<file path="src/rtl/dualport_ram_pkg.sv">
// Shared types and helpers for the dual-port RAM with clear engine.
// merge() works on a fixed maximum width; callers zero-extend and truncate.
package dualport_ram_pkg;

  typedef enum logic {
    ST_CLEAR = 1'b0,
    ST_READY = 1'b1
  } state_e;

  localparam int MAX_W     = 512;
  localparam int MAX_BYTES = MAX_W / 8;

  function automatic logic [MAX_W-1:0] merge(input logic [MAX_W-1:0]     old_w,
                                              input logic [MAX_W-1:0]     new_w,
                                              input logic [MAX_BYTES-1:0] be);
    logic [MAX_W-1:0] r;
    r = old_w;
    for (int i = 0; i < MAX_BYTES; i++)
      if (be[i]) r[8*i +: 8] = new_w[8*i +: 8];
    return r;
  endfunction

endpackage

</file>
<file path="src/rtl/dualport_ram_core.sv">
// Storage array: byte-enable write port, registered read port that holds
// its last value between reads.
module dualport_ram_core
  import dualport_ram_pkg::*;
#(
  parameter int WIDTH  = 8,
  parameter int DEPTH  = 16,
  parameter int ADDR_W = $clog2(DEPTH)
) (
  input  logic                 clk,
  input  logic                 rst,
  input  logic                 we,
  input  logic [ADDR_W-1:0]    waddr,
  input  logic [WIDTH-1:0]     wdata,
  input  logic [WIDTH/8-1:0]   wbe,
  input  logic                 re,
  input  logic [ADDR_W-1:0]    raddr,
  output logic [WIDTH-1:0]     rdata
);

  logic [WIDTH-1:0] mem [DEPTH];
  logic [WIDTH-1:0] rdata_q, rdata_d;

  always_ff @(posedge clk)
    if (we)
      mem[waddr] <= WIDTH'(merge(MAX_W'(mem[waddr]), MAX_W'(wdata), MAX_BYTES'(wbe)));

  // Read samples the pre-write contents on a same-address collision.
  always_comb rdata_d = re ? mem[raddr] : rdata_q;

  always_ff @(posedge clk or posedge rst)
    if (rst) rdata_q <= '0;
    else     rdata_q <= rdata_d;

  assign rdata = rdata_q;

endmodule

</file>
<file path="src/rtl/dualport_ram_init.sv">
// Dual-port RAM with byte enables, 1/2-cycle read latency, collision
// forwarding and a zero-fill engine that runs after reset or on clr.
module dualport_ram_init
  import dualport_ram_pkg::*;
#(
  parameter int WIDTH  = 8,
  parameter int DEPTH  = 16,
  parameter int ADDR_W = $clog2(DEPTH),
  parameter int RD_LAT = 1,
  parameter int BYPASS = 1
) (
  input  logic                 clk,
  input  logic                 rst,
  input  logic                 write,
  input  logic [ADDR_W-1:0]    wr_addr,
  input  logic [WIDTH-1:0]     data_in,
  input  logic [WIDTH/8-1:0]   byte_en,
  input  logic                 read,
  input  logic [ADDR_W-1:0]    rd_addr,
  input  logic                 clr,
  output logic [WIDTH-1:0]     data_out,
  output logic                 rd_valid,
  output logic                 collision,
  output logic                 init_busy
);

  localparam int              BYTES   = WIDTH / 8;
  localparam logic [ADDR_W:0] DEPTH_W = (ADDR_W+1)'(DEPTH);
  localparam logic [ADDR_W-1:0] LAST  = ADDR_W'(DEPTH - 1);

  state_e            state_q, state_d;
  logic [ADDR_W-1:0] cnt_q, cnt_d;
  logic              busy_q, busy_d;

  always_comb begin
    state_d = state_q;
    cnt_d   = cnt_q;
    busy_d  = busy_q;
    case (state_q)
      ST_CLEAR:
        if (cnt_q == LAST) begin
          state_d = ST_READY;
          busy_d  = 1'b0;
          cnt_d   = '0;
        end else begin
          cnt_d = cnt_q + 1'b1;
        end
      ST_READY:
        if (clr) begin
          state_d = ST_CLEAR;
          busy_d  = 1'b1;
          cnt_d   = '0;
        end
      default: ;
    endcase
  end

  always_ff @(posedge clk or posedge rst)
    if (rst) begin
      state_q <= ST_CLEAR;
      cnt_q   <= '0;
      busy_q  <= 1'b1;
    end else begin
      state_q <= state_d;
      cnt_q   <= cnt_d;
      busy_q  <= busy_d;
    end

  assign init_busy = busy_q;

  logic ready, wr_ok, rd_fire, rd_oor, hit;
  assign ready   = (state_q == ST_READY);
  assign wr_ok   = ready & write & ~clr & ({1'b0, wr_addr} < DEPTH_W);
  assign rd_fire = ready & read;
  assign rd_oor  = ({1'b0, rd_addr} >= DEPTH_W);
  assign hit     = wr_ok & (wr_addr == rd_addr);

  // Clear engine owns the write port for the whole fill.
  logic                 mem_we;
  logic [ADDR_W-1:0]    mem_waddr;
  logic [WIDTH-1:0]     mem_wdata, mem_rdata;
  logic [BYTES-1:0]     mem_be;
  assign mem_we    = ~ready | wr_ok;
  assign mem_waddr = ready ? wr_addr : cnt_q;
  assign mem_wdata = ready ? data_in : '0;
  assign mem_be    = ready ? byte_en : '1;

  dualport_ram_core #(.WIDTH(WIDTH), .DEPTH(DEPTH), .ADDR_W(ADDR_W)) u_core (
    .clk   (clk),
    .rst   (rst),
    .we    (mem_we),
    .waddr (mem_waddr),
    .wdata (mem_wdata),
    .wbe   (mem_be),
    .re    (rd_fire & ~rd_oor),
    .raddr (rd_addr),
    .rdata (mem_rdata)
  );

  // Stage-1 side info travels with the read and holds until the next one.
  logic             vld1_q, vld1_d, oor1_q, oor1_d, hit1_q, hit1_d;
  logic [WIDTH-1:0] wd1_q, wd1_d;
  logic [BYTES-1:0] be1_q, be1_d;

  always_comb begin
    vld1_d = rd_fire;
    oor1_d = oor1_q;
    hit1_d = hit1_q;
    wd1_d  = wd1_q;
    be1_d  = be1_q;
    if (rd_fire) begin
      oor1_d = rd_oor;
      hit1_d = hit;
      wd1_d  = data_in;
      be1_d  = byte_en;
    end
  end

  always_ff @(posedge clk or posedge rst)
    if (rst) begin
      vld1_q <= 1'b0;
      oor1_q <= 1'b0;
      hit1_q <= 1'b0;
      wd1_q  <= '0;
      be1_q  <= '0;
    end else begin
      vld1_q <= vld1_d;
      oor1_q <= oor1_d;
      hit1_q <= hit1_d;
      wd1_q  <= wd1_d;
      be1_q  <= be1_d;
    end

  logic [WIDTH-1:0] res1;
  logic             col1;
  always_comb begin
    res1 = mem_rdata;
    if (oor1_q)
      res1 = '0;
    else if ((BYPASS != 0) && hit1_q)
      res1 = WIDTH'(merge(MAX_W'(mem_rdata), MAX_W'(wd1_q), MAX_BYTES'(be1_q)));
  end
  assign col1 = vld1_q & hit1_q;

  generate
    if (RD_LAT == 2) begin : g_lat2
      logic [WIDTH-1:0] dout2_q, dout2_d;
      logic             vld2_q, col2_q;

      always_comb dout2_d = vld1_q ? res1 : dout2_q;

      always_ff @(posedge clk or posedge rst)
        if (rst) begin
          dout2_q <= '0;
          vld2_q  <= 1'b0;
          col2_q  <= 1'b0;
        end else begin
          dout2_q <= dout2_d;
          vld2_q  <= vld1_q;
          col2_q  <= col1;
        end

      assign data_out  = dout2_q;
      assign rd_valid  = vld2_q;
      assign collision = col2_q;
    end else begin : g_lat1
      assign data_out  = res1;
      assign rd_valid  = vld1_q;
      assign collision = col1;
    end
  endgenerate

endmodule

</file>
<file path="config.mk">
export PLATFORM = sky130hd
export DESIGN_NAME = dualport_ram_init
export DESIGN_NICKNAME = d
export VERILOG_FILES = /design/src/rtl/dualport_ram_pkg.sv /design/src/rtl/dualport_ram_core.sv /design/src/rtl/dualport_ram_init.sv
export SDC_FILE = /design/constraint.sdc
export NUM_CORES = 1
export LEC_CHECK = 0
export CORE_MARGIN = 8
export CORE_UTILIZATION = 30
export CTS_CLUSTER_SIZE = 24
export DETAILED_ROUTE_END_ITERATION = 8
export SLEW_MARGIN = 10
export SYNTH_ARGS = -nofsm -noshare
export SYNTH_HDL_FRONTEND = slang
export SYNTH_SLANG_ARGS = --single-unit
</file>
<file path="constraint.sdc">
create_clock -name clk -period 2.6 [get_ports clk]
set_input_delay 0.26 -clock clk [delete_from_list [all_inputs] [get_ports clk]]
set_output_delay 0.26 -clock clk [all_outputs]
set_load 0.01 [all_outputs]
</file>
==> results of run 1 <==
==> report_power, final <==
part	leakage, nW	total, W	internal [W]	switching [W]
Sequential	1.51	0.00354	0.00332	0.000220
Combinational	1.05	0.00147	0.000595	0.000879
Clock	0.312	0.00253	0.00162	0.000912
Total	2.87	0.00754	0.00553	0.00201
==> metal layers <==
metal  routed length [um]  part of all wire  global-route usage
met5                    0                 0                   0
met4                  216             0.015             0.04167
met3                  641             0.045             0.02392
met2                 6917              0.48              0.1780
met1                 6573              0.46              0.1544
==> per-stage QoR <==
step	total power (W)	setup slack, ns	utilization	hold WS [ns]	std cells
after floorplan	0.004402	0.8751	-	0.2866	418
after global placement	0.005019	0.4598	0.3375	0.4720	730
after detailed placement	0.005065	0.4250	0.3375	0.4771	730
after CTS	0.007599	0.3141	0.3675	0.1953	762
after global routing	0.007887	0.2562	0.3675	0.2270	762
final	0.007539	0.3663	0.3675	0.1978	762
==> cell type report <==
class                   instances  area (um^2)
multi-input cells             239         1695
well taps                     275        344.1
flip-flops and latches        153         4471
clock inverters                 4        46.29
repair buffers                 57        518.0
clock buffers                  28        580.6
fillers                      1964        13210
inverters                       6        22.52
==> cells by family after synthesis <==
logic type,Yosys count,synth area share
muxes,83,0.1343
xor gates and xnor gates,4,0.005515
DFF,153,0.7038
AOI/OAI and AO/OA,44,0.04727
and+or+nand+nor,107,0.07780
adders and majority gates,1,0.001969
buffers and inverters,26,0.02935
==> worst max-delay path by stage <==
stage | from | end | slack [ns] | depth (start not counted)
finish | hit1_q | data_out[5] | 0.37 | 3
global route | hit1_q | data_out[6] | 0.26 | 3
CTS | hit1_q | data_out[5] | 0.31 | 3
detailed placement | clr | u_core.mem[9][6] | 0.42 | 5
global placement | clr | u_core.mem[8][5] | 0.46 | 5
floorplan | cnt_q[2] | u_core.mem[5][0] | 0.88 | 4
==> Yosys cell counts (2+ instances only) <==
cell type	count	share of area
nor2_2	2	0.0020
nand3_1	22	0.017
clkbuf_1	2	0.0012
xor2_1	4	0.0055
edfxtp_1	128	0.61
nand2b_1	3	0.0030
a21oi_1	11	0.0087
and2_1	10	0.0098
dfrtp_1	24	0.095
buf_2	7	0.0055
nand4_1	4	0.0039
buf_6	5	0.0089
o22ai_1	3	0.0030
nor3_1	4	0.0032
nor2_1	21	0.012
mux2i_1	65	0.10
inv_1	5	0.0030
a31oi_1	2	0.0020
buf_4	4	0.0047
nand2_1	37	0.022
nor2b_1	2	0.0020
mux2_2	9	0.016
a22oi_1	20	0.024
mux2_1	9	0.016
o21ai_0	3	0.0024
==> critical path, delay by kind of cell (launching register included) <==
family                 cells  cell delay (ns)
buffers and inverters      1             0.51
flip-flops                 1             0.39
multiplexers               1             0.38
AND/OR/NAND/NOR            1             0.28
==> flip-flops by register name (all words and copies together), names as in the netlist <==
register and cells:
u_core.mem 128, u_core.rdata 8, wd1_q 8, cnt_q 4, be1_q 1, hit1_q 1, init_busy 1, rd_valid 1
ready 1
==> results.ini, run 1 <==
[grt]
grt_max_degree = 34
grt_pass1_wl_mm = 22.37
grt_pass1_vias = 3708
grtUsageTotal = 0.1143
grt_overflow = 0
antenna_found_initial = 0

[yosys]
async_reset_ff_frac = 0.1634
ys_seq_elements = 153
ys_seq_area_frac = 0.7038
syn_area_per_cell_um2 = 15.20
synthCells = 418
synth.distinct_cells = 37
syn_area_um2 = 6352
syn_nets = 441
yosys_warnings = 0
synthFlopType = edfxtp_1
synth_edf_count = 128

[critical_path]
reg2reg_depth = 3
timing.rr.start = ready
cp.required_ns = 2.34
crit_path_end_kind = output pin
r2r_slack_ns = 0.55
critPathSlowestCell = clkdlybuf4s50_1
cpPeakStageDelay_ns = 0.51
start_kind = flop
cp_max_fo = 8
reg2reg_to = u_core.mem[8][6]
worstPathArrival_ns = 1.97
crit_type = flop to output pin
cp_cell_sequence = nand2_1 > mux2_2 > clkdlybuf4s50_1

[drt]
wl_mm = 14.35
route.detailed.drc = 0
ant_nets = 0
drt_first_pass_iters = 5
vias_per_cell = 4.786
first_iter_violations = 333
vias = 3647
detail_route.wl_per_cell_um = 18.83

[finish]
layout-drive-gt1-share = 0.1437
diodes = 0
layout.cells.most_common_list = edfxtp_1, mux2i_1, nand2_1
layout_commonest_cell = edfxtp_1
fin_area_um2 = 7677
area_delta_synth_final_pct = 20.86
nets = 497

[pwr]
powerDensity_nw_per_um2 = 982.0
p_leak_nw = 2.870
peakVddDrop_mv = 0.6054

[sta]
grt_setup_unrepaired = no
period_share = 0.8591
hold_viol_final = 0
slew_headroom = 0.5164
setup_viol = 0
maxSlewViolCount = 0
clock.fmax_mhz = 447.7
post-route-min-period_ns = 2.234
skew_ns = 0.006974
tightestPinTransition_ns = 0.7255
finalSetupTns_ns = 0

[floorplan]
die_y_um = 161.5
dieArea_um2 = 26090
core_um2 = 20890
core.rowCount = 53
die_w_um = 161.5
start_util = 0.3041
pin_count = 33

[clock_network]
insertion_delay_ns = 0.41
cts-root-buf = clkbuf_16
numCtsBuffers = 17
clkTransAtPathRegs_ns = 0.06
clkSinkCount = 153
htree_levels = 4
cts_tree = yes
cts_hold_buffers = 0
clk_path_buf_depth = 2
postCtsSetupBuffers = 0
post_cts_resized = 0

[placement]
port_buffers = 32
place_congestion = 0.8649
post_dp_cell_area_um2 = 7051
dp_hpwl_mm = 9.767

[min_path]
hold_class = primary input to asynchronous set/reset pin

[job]
cap_violations = 0

[outcome]
status = complete, no violations

No activity file was read; power rests on OpenSTA's default activity.
==> run 2, diff against run 1 <==
--- a/config.mk
+++ b/config.mk
@@ -5,6 +5,7 @@
 export SDC_FILE = /design/constraint.sdc
 export NUM_CORES = 1
 export LEC_CHECK = 0
+export CORE_ASPECT_RATIO = 0.7
 export CORE_MARGIN = 8
 export CORE_UTILIZATION = 30
 export CTS_CLUSTER_SIZE = 24
==> constraint.sdc (replaced) <==
create_clock -name clk -period 2.7 [get_ports clk]
set_input_delay 0.27 -clock clk [delete_from_list [all_inputs] [get_ports clk]]
set_output_delay 0.27 -clock clk [all_outputs]
set_load 0.01 [all_outputs]
==> run 2 against run 1 <==
Critical path depth is the same; design area shrank 0.78%; sequential power decreased by 3%; final cell count down 0.39%; sequential share of layout area up 0.46 points; critical endpoint is now data_out[2]; first-iteration DRC count rose by 2.7%; largest power group unchanged; routed wire length grew 5.1%; hold slack better by 0.012 ns; total power decreased by 4.4%; setup slack better by 0.039 ns.
==> results.ini, run 2 (same netlist as run 1, synthesis figures left out) <==
[sta]
skew_ns = 0.01256  ; was 0.006974 ns
maxSlewViolCount = 0  ; unchanged
tightestPinTransition_ns = 0.8531  ; was 0.7255 ns
period_share = 0.8499
hold_viol_final = 0  ; unchanged
clock.fmax_mhz = 435.8
slew_headroom = 0.4313  ; was 0.5164
fin_ws_ns = 0.4054  ; was 0.3663 ns
post-route-min-period_ns = 2.295
finalSetupTns_ns = 0  ; unchanged
setup_viol = 0  ; unchanged
grt_setup_unrepaired = no  ; unchanged

[drt]
ant_nets = 0  ; unchanged
wl_met1_mm = 7.752  ; was 6.573 mm
met3_length_um = 849  ; was 641 um
wl_mm = 15.08  ; was 14.35 mm
top_layer = met4  ; unchanged
drt_first_pass_iters = 5  ; unchanged
detail_route.wl_per_cell_um = 19.87  ; was 18.83 um
route.detailed.drc = 0  ; unchanged
vias = 3695  ; was 3647
first_iter_violations = 342  ; was 333
vias_per_cell = 4.868  ; was 4.786
wl_met2_mm = 6.303  ; was 6.917 mm

[critical_path]
crit_path_end_kind = output pin  ; unchanged
cpPeakStageDelay_ns = 0.52  ; was 0.51 ns
cp_cell_sequence = nand2_1 > mux2_2 > clkdlybuf4s50_1  ; unchanged
critPathSlowestCell = clkdlybuf4s50_1  ; unchanged
cp_max_fo = 8  ; unchanged
cp.required_ns = 2.43  ; was 2.34 ns
start_kind = flop  ; unchanged
worstPathArrival_ns = 2.02  ; was 1.97 ns
crit_type = flop to output pin  ; unchanged

[pwr]
peakVddDrop_mv = 0.5699  ; was 0.6054 mV
combPwrFrac = 0.195  ; was 0.196
p_leak_nw = 2.835  ; was 2.870 nW
p_switching_w = 0.002036  ; was 0.002011 W
swShare = 0.2824  ; was 0.2667
p_seq_frac = 0.477  ; was 0.469
clkPwrFrac = 0.329  ; was 0.336
powerDensity_nw_per_um2 = 946.3  ; was 982.0 nW/um^2
p_int_w = 0.005173  ; was 0.005528 W

[clock_network]
cts_tree = yes  ; unchanged
clk_path_buf_depth = 2  ; unchanged
htree_levels = 4  ; unchanged
cts_hold_buffers = 0  ; unchanged
numCtsBuffers = 17  ; unchanged
post_cts_resized = 0  ; unchanged
postCtsSetupBuffers = 0  ; unchanged
clkTransAtPathRegs_ns = 0.07  ; was 0.06 ns
cts-root-buf = clkbuf_16  ; unchanged
insertion_delay_ns = 0.42  ; was 0.41 ns
clkSinkCount = 153  ; unchanged

[placement]
dp_cells = 727  ; was 730
post_dp_cell_area_um2 = 7022  ; was 7051 um^2
dp_slack_ns = 0.4960  ; was 0.4250 ns
port_buffers = 32  ; unchanged
place_congestion = 0.8310  ; was 0.8649
dp_hpwl_mm = 10.04  ; was 9.767 mm

[grt]
grt_overflow = 0  ; unchanged
grt_pass1_vias = 3623  ; was 3708
antenna_found_initial = 1  ; was 0
grtUsageTotal = 0.1187  ; was 0.1143
grt_pass1_wl_mm = 22.85  ; was 22.37 mm
grt_max_degree = 32  ; was 34

[finish]
final-seq-area_um2 = 4471  ; unchanged
regMostFlops = u_core.mem  ; unchanged
layout.cells.most_common_list = edfxtp_1, mux2i_1, nand2_1  ; unchanged
largest_reg_flops = 128  ; unchanged
nets = 493  ; was 497
layout_commonest_cell = edfxtp_1  ; unchanged
layout-drive-gt1-share = 0.1408  ; was 0.1437
diodes = 0  ; unchanged
fin_util = 0.3670  ; was 0.3675
multi_input_area_um2 = 1695  ; unchanged
fin_area_um2 = 7617  ; was 7677 um^2
final_cells = 759  ; was 762
area_delta_synth_final_pct = 19.91  ; was 20.86%
fill_cells = 1936  ; was 1964

[floorplan]
core_um2 = 20750  ; was 20890 um^2
start_util = 0.3061  ; was 0.3041
die_w_um = 189.9  ; was 161.5 um
pin_count = 33  ; unchanged
die_y_um = 137.7  ; was 161.5 um
core.rowCount = 44  ; was 53
dieArea_um2 = 26160  ; was 26090 um^2

[outcome]
status = complete, no violations  ; unchanged

[min_path]
hold_class = primary input to asynchronous set/reset pin  ; unchanged

[job]
cap_violations = 0  ; unchanged

-- run 2: worst max-delay path, delay by kind of cell, from the launching register on --
family | cells | cell delay [ns]
AND/OR/NAND/NOR | 1 | 0.30
multiplexers | 1 | 0.38
flip-flops | 1 | 0.40
buffers and inverters | 1 | 0.52
-- run 2: per-layer routing --
layer / GRT usage / vias to the layer above
li1: - / 1684
met2: 0.1626 / 121
met4: 0.03333 / 0
met1: 0.1792 / 1873
met3: 0.03085 / 17
met5: 0 / -
-- run 2: final timing paths --
check	from	endpoint	slack [ns]	depth (start not counted)
hold reg to reg	wd1_q[6]	wd1_q[6]	0.49	1
min in group clk	data_in[1]	wd1_q[1]	0.48	2
setup / recovery	hit1_q	data_out[2]	0.41	3
setup reg to reg	ready	u_core.mem[7][1]	0.66	2
max in group asynchronous	rst	init_busy	2.18	3
hold / removal	rst	wd1_q[4]	0.21	3
-- run 2: layout make-up --
cell class,instances,share of cell area
Clock buffer,22,0.06505
Clock inverter,10,0.01314
Inverter,6,0.002957
Multi-Input combinational cell,239,0.2226
Sequential cell,153,0.5869
Tap cell,276,0.04534
Timing Repair Buffer,53,0.06406
-- run 2: stage by stage --
stage	power [W]	hold WS, ns
3_3_place_gp	0.004838	0.4719
2_1_floorplan	0.004239	0.2966
3_5_place_dp	0.004881	0.4816
5_1_grt	0.007541	0.2396
4_1_cts	0.007257	0.2107
6_report	0.007208	0.2099
-- run 2: power by group through the flow --
stage,registers (W),logic [W],clock network [W]
floorplan,0.00337,0.000871,0
global placement,0.00346,0.00138,0
detailed placement,0.00347,0.00141,0
CTS,0.00343,0.00142,0.00241
global route,0.00349,0.00154,0.00251
finish,0.00344,0.00141,0.00237
==> run 3, diff against run 2 <==
==> constraint.sdc (replaced) <==
create_clock -name clk -period 2 [get_ports clk]
set_input_delay 0.2 -clock clk [delete_from_list [all_inputs] [get_ports clk]]
set_output_delay 0.2 -clock clk [all_outputs]
set_load 0.01 [all_outputs]
==> run 3 against run 2 <==
Sequential cell count is the same; hold slack lost 0.062 ns; total power grew 33%; setup slack lost 0.34 ns; clock power grew 26%; sequential share of layout area shrank 0.72 points; routed wire length grew 0.97%; first-iteration DRC count shrank 11%; clock-buffer cell count shrank 1; final cell count grew 2.1%; core utilization grew 0.46 points; largest cell class unchanged.
==> results.ini, run 3 (same netlist as run 1, synthesis figures left out) <==
[finish]
diodes = 0  ; unchanged
area_delta_synth_final_pct = 21.43  ; was 19.91%
layout-drive-gt1-share = 0.1683  ; was 0.1408
nets = 509  ; was 493
layout.cells.most_common_list = edfxtp_1, mux2i_1, nand2_1, buf_4  ; was edfxtp_1, mux2i_1, nand2_1
regMostFlops = u_core.mem  ; unchanged
fin_util = 0.3717  ; was 0.3670
largest_reg_flops = 128  ; unchanged
fin_area_um2 = 7714  ; was 7617 um^2
layout_commonest_cell = edfxtp_1  ; unchanged
final_cells = 775  ; was 759

[sta]
hold_ws_ns = 0.1479  ; was 0.2099 ns
hold_viol_final = 0  ; unchanged
slew_headroom = 0.6737  ; was 0.4313
setup_viol = 0  ; unchanged
grt_setup_unrepaired = no  ; unchanged
skew_ns = 0.01308  ; was 0.01256 ns
maxSlewViolCount = 0  ; unchanged
period_share = 0.9661
tightestPinTransition_ns = 0.4895  ; was 0.8531 ns
clock.fmax_mhz = 517.5
post-route-min-period_ns = 1.932
finalSetupTns_ns = 0  ; unchanged

[grt]
grt_pass1_vias = 3730  ; was 3623
grtUsageTotal = 0.1196  ; was 0.1187
grt_pass1_wl_mm = 23.00  ; was 22.85 mm
grt_max_degree = 31  ; was 32
antenna_found_initial = 0  ; was 1
grt_overflow = 0  ; unchanged

[drt]
route.detailed.drc = 0  ; unchanged
first_iter_violations = 304  ; was 342
vias = 3744  ; was 3695
met3_length_mm = 1.032  ; was 849 um
ant_nets = 0  ; unchanged
wl_met1_mm = 7.527  ; was 7.752 mm
top_layer = met4  ; unchanged
vias_per_cell = 4.831  ; was 4.868
detail_route.wl_per_cell_um = 19.65  ; was 19.87 um
drt_first_pass_iters = 5  ; unchanged
wl_mm = 15.23  ; was 15.08 mm
wl_met2_mm = 6.546  ; was 6.303 mm

[floorplan]
core.rowCount = 44  ; unchanged
dieArea_um2 = 26160  ; unchanged
start_util = 0.3061  ; unchanged
core_um2 = 20750  ; unchanged
die_y_um = 137.7  ; unchanged
die_w_um = 189.9  ; unchanged
pin_count = 33  ; unchanged

[min_path]
hold_class = primary input to asynchronous set/reset pin  ; unchanged

[critical_path]
cpPeakStageDelay_ns = 0.41  ; was 0.52 ns
critPathSlowestCell = dfrtp_1  ; was clkdlybuf4s50_1
cp_max_fo = 5  ; was 8
cp_cell_sequence = nand2_4 > buf_4 > mux2_2 > dlygate4sd2_1  ; was nand2_1 > mux2_2 > clkdlybuf4s50_1
start_kind = flop  ; unchanged
crit_type = flop to output pin  ; unchanged
r2r_slack_ns = 0.19  ; was 0.66 ns
crit_path_end_kind = output pin  ; unchanged
cp.required_ns = 1.80  ; was 2.43 ns
worstPathArrival_ns = 1.73  ; was 2.02 ns

[placement]
port_buffers = 32  ; unchanged
dp_cells = 741  ; was 727
dp_hpwl_mm = 10.29  ; was 10.04 mm
post_dp_cell_area_um2 = 7139  ; was 7022 um^2
place_congestion = 0.7915  ; was 0.8310

[clock_network]
clkTransAtPathRegs_ns = 0.06  ; was 0.07 ns
insertion_delay_ns = 0.42  ; about the same
numCtsBuffers = 17  ; unchanged
cts-root-buf = clkbuf_16  ; unchanged
htree_levels = 4  ; unchanged
cts_tree = yes  ; unchanged
clkSinkCount = 153  ; unchanged
clk_path_buf_depth = 2  ; unchanged
cts_hold_buffers = 0  ; unchanged

[pwr]
peakVddDrop_mv = 0.5139  ; was 0.5699 mV
powerDensity_nw_per_um2 = 1239  ; was 946.3 nW/um^2
p_leak_nw = 2.942  ; was 2.835 nW

[outcome]
status = complete, no violations  ; unchanged

[job]
cap_violations = 0  ; unchanged

-- run 3: repair_timing --
action / 4_1_cts / 5_1_grt
resized for setup: 7 / 4
setup endpoints to repair: 8 / 11
setup buffers: 2 / 0
pin swaps: 1 / 0
-- run 3: report_power, final --
group          internal [W]  leakage (nW)  switching [W]  total, W
Sequential          0.00431          1.50       0.000332   0.00464
Clock               0.00174         0.264        0.00123   0.00298
Combinational      0.000769          1.17        0.00116   0.00193
Total               0.00682          2.94        0.00273   0.00955
-- run 3: area by class of cell --
cell class | count | area, um^2
Timing Repair Buffer | 69 | 621.8
Clock buffer | 21 | 450.4
Clock inverter | 11 | 98.84
Multi-Input combinational cell | 239 | 1703
Sequential cell | 153 | 4472
Tap cell | 276 | 345.3
Fill cell | 1935 | 13040
Inverter | 6 | 22.52
-- run 3: critical path, delay by kind of cell, from the launching register on --
family	cells	cell delay [ns]
multiplexers	1	0.34
AND/OR/NAND/NOR	1	0.12
buffers and inverters	2	0.45
flip-flops	1	0.41
-- run 3: path summary, 6_finish.rpt --
path | start | endpoint | depth (start not counted)
max | be1_q | data_out[2] | 4
min | rst | wd1_q[5] | 3
min in group clk | data_in[1] | wd1_q[1] | 2
max reg2reg | ready | u_core.rdata[7] | 6
min reg2reg | wd1_q[3] | wd1_q[3] | 1
max in group asynchronous | rst | init_busy | 3
-- run 3: routing by layer --
metal | up-vias | GRT usage
li1 | 1710 | -
met1 | 1893 | 0.1720
met2 | 126 | 0.1735
met3 | 15 | 0.03085
met4 | 0 | 0.03636
met5 | - | 0
-- run 3: per-stage QoR --
stage                     worst slack, ns  total power [W]
final                             0.06772         0.009555
after global routing              0.01080         0.009994
after CTS                         0.01370         0.009604
after detailed placement          0.05713         0.006668
after global placement            0.05296         0.006611
after floorplan                    0.2751         0.005723
